===== config.mk =====
export PLATFORM = sky130hd
export DESIGN_NAME = ddr_pair_deserializer
export DESIGN_NICKNAME = d
export VERILOG_FILES = /design/src/rtl/ddr_pair_deserializer.sv
export SDC_FILE = /design/constraint.sdc
export NUM_CORES = 1
export LEC_CHECK = 0
export BUFFER_PORTS_ARGS = -buffer_cell sky130_fd_sc_hd__buf_4
export CAP_MARGIN = 20
export CORE_MARGIN = 2
export CORE_UTILIZATION = 35
export DETAILED_ROUTE_END_ITERATION = 7
export PLACE_DENSITY_LB_ADDON = 0.3
export SETUP_SLACK_MARGIN = 0.15
export SYNTH_ARGS = -nofsm -noshare
export SYNTH_HDL_FRONTEND = slang
export SYNTH_SLANG_ARGS = --single-unit

===== constraint.sdc =====
create_clock -name clk -period 2.7 [get_ports clk]
set_input_delay 0.54 -clock clk [delete_from_list [all_inputs] [get_ports clk]]
set_output_delay 0.54 -clock clk [all_outputs]
set_load 0.005 [all_outputs]

===== src/rtl/ddr_pair_deserializer.sv =====
// Assembles DDR-captured bit pairs into WIDTH-bit words aligned by a sync marker,
// buffering completed words in a 2-entry valid/ready output queue.
module ddr_pair_deserializer #(
  parameter int WIDTH     = 8,
  parameter bit MSB_FIRST = 1'b1
) (
  input  logic             clk,
  input  logic             rst_n,
  input  logic             in_valid,
  input  logic             d_rise,
  input  logic             d_fall,
  input  logic             in_sync,
  output logic [WIDTH-1:0] out_data,
  output logic             out_valid,
  input  logic             out_ready,
  output logic             overflow,
  output logic             sync_err,
  output logic             aligned
);

  localparam int PAIRS = WIDTH / 2;
  localparam int CW    = $clog2(PAIRS + 1);

  typedef enum logic {
    IDLE     = 1'b0,
    ASSEMBLE = 1'b1
  } state_t;

  state_t           state_reg, state_next;
  logic [CW-1:0]    count_reg, count_next;
  logic [CW-1:0]    slot;
  logic             load;
  logic             word_done;
  logic [WIDTH-1:0] word_reg, word_next;
  logic             sync_err_reg, sync_err_next;

  logic [WIDTH-1:0] head_reg, head_next;
  logic [WIDTH-1:0] tail_reg, tail_next;
  logic             valid_reg, valid_next;
  logic             full_reg, full_next;
  logic             overflow_reg, overflow_next;
  logic             pop;

  // Alignment FSM: decides which pair slot the incoming pair fills.
  always_comb begin
    state_next    = state_reg;
    count_next    = count_reg;
    sync_err_next = 1'b0;
    load          = 1'b0;
    slot          = '0;
    word_done     = 1'b0;
    if (in_valid) begin
      case (state_reg)
        IDLE: begin
          if (in_sync) begin
            load       = 1'b1;
            state_next = ASSEMBLE;
          end
        end
        ASSEMBLE: begin
          load = 1'b1;
          if (in_sync) begin
            sync_err_next = (count_reg != '0);
          end else begin
            slot = count_reg;
          end
        end
        default: state_next = IDLE;
      endcase
    end
    if (load) begin
      if (slot == CW'(PAIRS - 1)) begin
        word_done  = 1'b1;
        count_next = '0;
      end else begin
        count_next = slot + CW'(1);
      end
    end
  end

  // Every slot is rewritten before a word completes, so stale bits from a
  // discarded partial word never reach the output.
  generate
    for (genvar gi = 0; gi < PAIRS; gi++) begin : gen_pair
      localparam int B0 = MSB_FIRST ? (WIDTH - 1 - 2 * gi) : (2 * gi);
      localparam int B1 = MSB_FIRST ? (WIDTH - 2 - 2 * gi) : (2 * gi + 1);
      logic hit;
      assign hit           = load && (slot == CW'(gi));
      assign word_next[B0] = hit ? d_rise : word_reg[B0];
      assign word_next[B1] = hit ? d_fall : word_reg[B1];
    end
  endgenerate

  assign pop = valid_reg & out_ready;

  // Shift-style 2-entry queue: head_reg drives out_data directly.
  always_comb begin
    head_next     = head_reg;
    tail_next     = tail_reg;
    valid_next    = valid_reg;
    full_next     = full_reg;
    overflow_next = overflow_reg;
    case ({full_reg, valid_reg})
      2'b00: begin
        if (word_done) begin
          head_next  = word_next;
          valid_next = 1'b1;
        end
      end
      2'b01: begin
        if (word_done && pop) begin
          head_next = word_next;
        end else if (pop) begin
          valid_next = 1'b0;
        end else if (word_done) begin
          tail_next = word_next;
          full_next = 1'b1;
        end
      end
      2'b11: begin
        if (pop) begin
          head_next = tail_reg;
          full_next = 1'b0;
          if (word_done) begin
            tail_next = word_next;
            full_next = 1'b1;
          end
        end else if (word_done) begin
          overflow_next = 1'b1;
        end
      end
      default: begin
        full_next = 1'b0;
      end
    endcase
  end

  always_ff @(posedge clk) begin
    if (!rst_n) begin
      state_reg    <= IDLE;
      count_reg    <= '0;
      word_reg     <= '0;
      sync_err_reg <= 1'b0;
      head_reg     <= '0;
      tail_reg     <= '0;
      valid_reg    <= 1'b0;
      full_reg     <= 1'b0;
      overflow_reg <= 1'b0;
    end else begin
      state_reg    <= state_next;
      count_reg    <= count_next;
      word_reg     <= word_next;
      sync_err_reg <= sync_err_next;
      head_reg     <= head_next;
      tail_reg     <= tail_next;
      valid_reg    <= valid_next;
      full_reg     <= full_next;
      overflow_reg <= overflow_next;
    end
  end

  assign out_data  = head_reg;
  assign out_valid = valid_reg;
  assign overflow  = overflow_reg;
  assign sync_err  = sync_err_reg;
  assign aligned   = (state_reg == ASSEMBLE);

endmodule


**Word-level counts from Yosys, hierarchy flattened**

Cells that the tools add are included.

- Equality and inequality tests: 12
- Bitwise operators: 4
- Mux-type cells: 36
- Divide/modulo/power cells: 0
- Reduce and logical (&&, ||, !) cells: 17
- $add $sub $neg: 1
- Multipliers: 0
- Order comparisons: 0
- Shifts and indexed selects: 0

Operator list:

| operator | count |
|---|---|
| $mux W8 | 7 |
| $pmux W8 S3 | 1 |
| $mux W1 | 20 |
| $pmux W8 S2 | 1 |
| $reduce_and A4 Y1 | 4 |
| $ne A2 B2 Y1 const B | 7 |
| $mux W3 | 4 |
| $eq A3 B2 Y1 const B | 2 |
| $reduce_bool A3 Y1 | 2 |
| $logic_and A1 B1 Y1 | 5 |
| $reduce_and A5 Y1 | 1 |
| $pmux W1 S2 | 2 |
| $reduce_bool A2 Y1 | 2 |
| $add A3 B1 Y3 const B | 1 |
| $eq A3 B1 Y1 const B | 1 |
| $logic_not A3 Y1 | 1 |
| $not A1 Y1 | 3 |
| $pmux W1 S3 | 1 |
| $reduce_and A3 Y1 | 1 |
| $eq A2 B1 Y1 const B | 1 |
| $eq A2 B2 Y1 const B | 1 |
| $logic_not A2 Y1 | 1 |
| $and A1 B1 Y1 | 1 |

- Memories kept: 0
- Memory bits (read-only): 0
- Input port bits: 7
- Bits in latches: 0
- Flip-flop bits (word level): 32
- RAM bits: 0

**Longest topological paths before layout**

- Word-level depth: 10
- Mapped depth: 11

**Worst setup path after synthesis**

Ideal clock, no wire load.

- Kind: input to register
- From: input in_valid
- To: register head_reg[0] (netlist: out_data[0])
- Data arrival time: 2051 ps
- Buffers on the path: 1
- Stages: 10
- Setup time: 117 ps
- Path slack: 532 ps
- Data required time: 2583 ps
- Cell sequence: buf_2 > nand2_1 > nor2_1 > nand2_1 > inv_1 > ha_1 > and2_4 > nor2_1 > o31a_2 > a32o_1

- Longest elaborated chain between the ends: 7

RTL lines:

| element | RTL line | text |
|---|---|---|
| start, declared | 9 | `input logic in_valid,` |
| $mux W3 | 52 | `if (in_valid) begin` |
| $eq A3 B2 Y1 | 72, 88 |  |
| $mux W1 | 72 | `if (slot == CW'(PAIRS - 1)) begin` |
| $mux W1 | 71 | `if (load) begin` |
| $logic_and A1 B1 Y1 | 111 | `if (word_done && pop) begin` |
| $ne A2 B2 Y1 (no source line) | - |  |
| $reduce_and A4 Y1 (no source line) | - |  |
| end signal, assigned | 154 | `head_reg <= head_next;` |
| end, declared | 37 | `logic [WIDTH-1:0] head_reg, head_next;` |

Several ways; a longest one is shown, not always the timed one. The select of a mux whose other input is x is not followed.
A chain may end at the register's enable or synchronous reset.

**Worst setup path after layout**

- From: register state_reg (netlist: aligned)
- To: register head_reg[4] (netlist: out_data[4])

- Longest elaborated chain between the ends: 8

RTL lines:

| element | RTL line | text |
|---|---|---|
| start, declared | 29 | `state_t state_reg, state_next;` |
| start signal, assigned | 150 | `state_reg <= state_next;` |
| $mux W3 | 53 | `case (state_reg)` |
| $mux W3 | 52 |  |
| $eq A3 B2 Y1 | 72 |  |
| $mux W1 | 72 |  |
| $mux W1 | 71 |  |
| $logic_and A1 B1 Y1 | 111 |  |
| $ne A2 B2 Y1 (no source line) | - |  |
| $reduce_and A4 Y1 (no source line) | - |  |

Several ways; a longest one is shown, not always the timed one. The select of a mux whose other input is x is not followed.

==> summary.txt <==
Synthesis
  • Syn avg cell area: approximately 9.4 sq um
  • Asr flop ratio synth: 0%
  • EDFF count, synth: 0
  • Syn_nets: 176
  • Post-synthesis sequential area ratio: 41.4%
  • Cells after synthesis: 165
  • Post-synth top flop: dfxtp_1
  • Synthesized area: 0.00155 sq mm
  • FF+latch count, synth: 32
  • Leading area contributor after synthesis: dfxtp_1
  • Top post-synthesis cells by area: dfxtp_1 41%, a32o_1 5.2%, o211ai_1 4.4%
  • Unique masters post-synth: 41
  • Synthesis Warnings: 0
  • Yosys top cell area share: roughly 41%

Drt
  • Via-to-Cell Ratio: 5.44
  • Via Count: 1,274
  • Number of DRC markers in iteration 0: 61
  • Total routed wirelength: 3290 microns
  • WL/cell: 14.0 microns
  • Drc violations: 0
  • DR pass1 iterations: 4
  • ANT nets after route: 0

STA
  • Slew headroom: 54.8%
  • Setup ws final: 529 ps
  • Fin crit share: between 80 and 90%
  • Crit path time final: 2170 ps
  • Clock skew: 3.88 ps
  • Setup-failing EPs final: 0
  • Least-Margin Pin Slew: 678 ps
  • Max Fclk: ~460 MHz
  • RSZ-0062 raised after global routing: no
  • Final hold viol count: 0
  • Max Transition Viols Final: 0
  • Final setup TNS: 0 ps

Clock network
  • Root buffer cell: clkbuf_8
  • CTS Sinks: 32
  • Deepest clock path buffer count: 2
  • CTS tree: yes
  • Clock Latency Late Sink: 280 ps
  • TritonCTS Buffers: 5
  • Hold buffers post-CTS: 0
  • Post-CTS resize count: 0
  • Setup bufs post-CTS: 0
  • Clock slew at reported path FFs: 60 ps
  • H-Tree Depth: 2

Global route
  • GRT Total Usage: 14.6%
  • Vias in the first global route: 1,185
  • Largest net degree at the start of global routing: 21
  • Antenna violations before repair: 0
  • Grt ovf: 0
  • First-pass GRT wire length: 5670 microns

Layout
  • Fin nets: 193
  • Number of inserted diodes: 0
  • Ratio of cells with drive above 1 in the final layout: around 22%
  • Area Overhead vs Synth: 13.3%
  • Fillers: 453
  • Multi-input logic area: 811 sq um
  • Register area: about 640 sq um

Floorplan
  • # IOs: 19
  • Row Count: 24
  • Starting Density: 36.1%
  • Chip height: 70.5 microns
  • Core area: 0.00429 sq mm
  • DIE WIDTH: 70.5 microns
  • Die footprint: 0.00497 sq mm

Setup path
  • Worst Path Max Fanout: 8
  • Crit path kind: reg2reg
  • Crit. End Element: register
  • CP Launch Type: register
  • WP data required: 2930 ps
  • Arr. time, crit path: 2400 ps

Placement
  • Routability congestion estimate: 0.791
  • Place WS: approximately 270 ps
  • Hpwl dp: 2360 microns
  • Port bufs: 18

Pwr
  • Leak: ~0.65 nW
  • PwrDens: 503 mW/mm^2
  • Peak VDD IR: 0.000165 V

Status
  • Outcome: finished, final reports clean

Worst hold path
  • Hold Crit Class: reg2reg

Run
  • Max Cap Viol: 0
## synth_stat cells (3+ instances only)
master	instances
o21ai_0	3
a21oi_1	6
or2_2	8
a311oi_1	6
inv_1	6
nor3_1	3
a32o_1	8
ha_1	4
a31oi_1	6
o21a_1	7
a21boi_0	6
nor2_1	16
o211ai_1	9
nand2_1	15
dfxtp_1	32
## cell usage in the layout, fill, tap and decap left out, types with 2 or more instances in the layout
cell	instances
dfxtp_1	32
o21ai_0	3
a32o_1	8
clkbuf_8	5
buf_4	18
inv_1	6
nor2_1	16
nor3_1	3
a21boi_0	6
o21a_1	7
a31oi_1	6
or2_2	8
o211ai_1	9
mux2i_1	2
a21oi_1	6
a311oi_1	6
nand2_1	15
ha_1	4
nor2_2	2
## worst paths after layout
kind                             startpoint     endpoint  slack, ps  depth (start not counted)
worst max-delay path                aligned  out_data[4]        530                          9
worst min-delay path            word_reg[1]  word_reg[1]        450                          2
worst max register to register      aligned  out_data[4]        530                          9
worst min register to register  word_reg[1]  word_reg[1]        450                          2
## per-stage QoR
stage / util (%) / cell area (sq um) / total power [W] / cells / hold slack [ps]
finish: 40.9 / 1760 / 0.000883 / 234 / 453
global route: 40.9 / 1760 / 0.000925 / 234 / 483
CTS: 40.9 / 1760 / 0.000899 / 234 / 456
detailed placement: 39.1 / 1680 / 0.000555 / 227 / 447
global placement: 39.1 / 1680 / 0.000554 / 227 / 443
floorplan: - / 1550 / 0.000536 / 165 / 429
## worst max-delay path: stages, from the launching register on
cell	delay [ps]
dfxtp_1	450
nand2_1	100
nor2_1	150
nand2_1	140
inv_1	110
ha_1	160
and2_4	170
nor2_1	80
nor4_4	500
a32o_1	240
## cells by family (layout without fill, tap and decap cells)
| kind of cell | Yosys count | after routing | synth area share (%) |
|---|---|---|---|
| compound gates | 58 | 58 | 29.3 |
| fa+ha+maj | 5 | 5 | 3.88 |
| flops | 32 | 32 | 41.4 |
| buf+inv | 15 | 32 | 6.30 |
| simple gates | 52 | 52 | 17.3 |
| xor+xnor | 1 | 1 | 0.566 |
| mux | 2 | 2 | 1.29 |
## final cells by class
type / count / area share (%)
clock buffers: 6 / 4.13
clock inverters: 1 / 0.285
inverters: 7 / 1.50
multi-input cells: 118 / 46.2
flip-flops and latches: 32 / 36.5
well taps: 52 / 3.71
repair buffers: 18 / 7.70
## power by group
group          internal [W]  total (W)  switching [W]
combinational     0.0000223  0.0000622      0.0000399
clock              0.000175   0.000338       0.000163
sequential         0.000478   0.000483     0.00000472
## layer usage
layer	share of wire [%]	GRT usage, %
met2	45	22.1
met4	2.6	8.76
met3	5.1	4.76
met1	47	18.0
met5	0	0
Note: power is estimated with default switching activity, not from simulation.
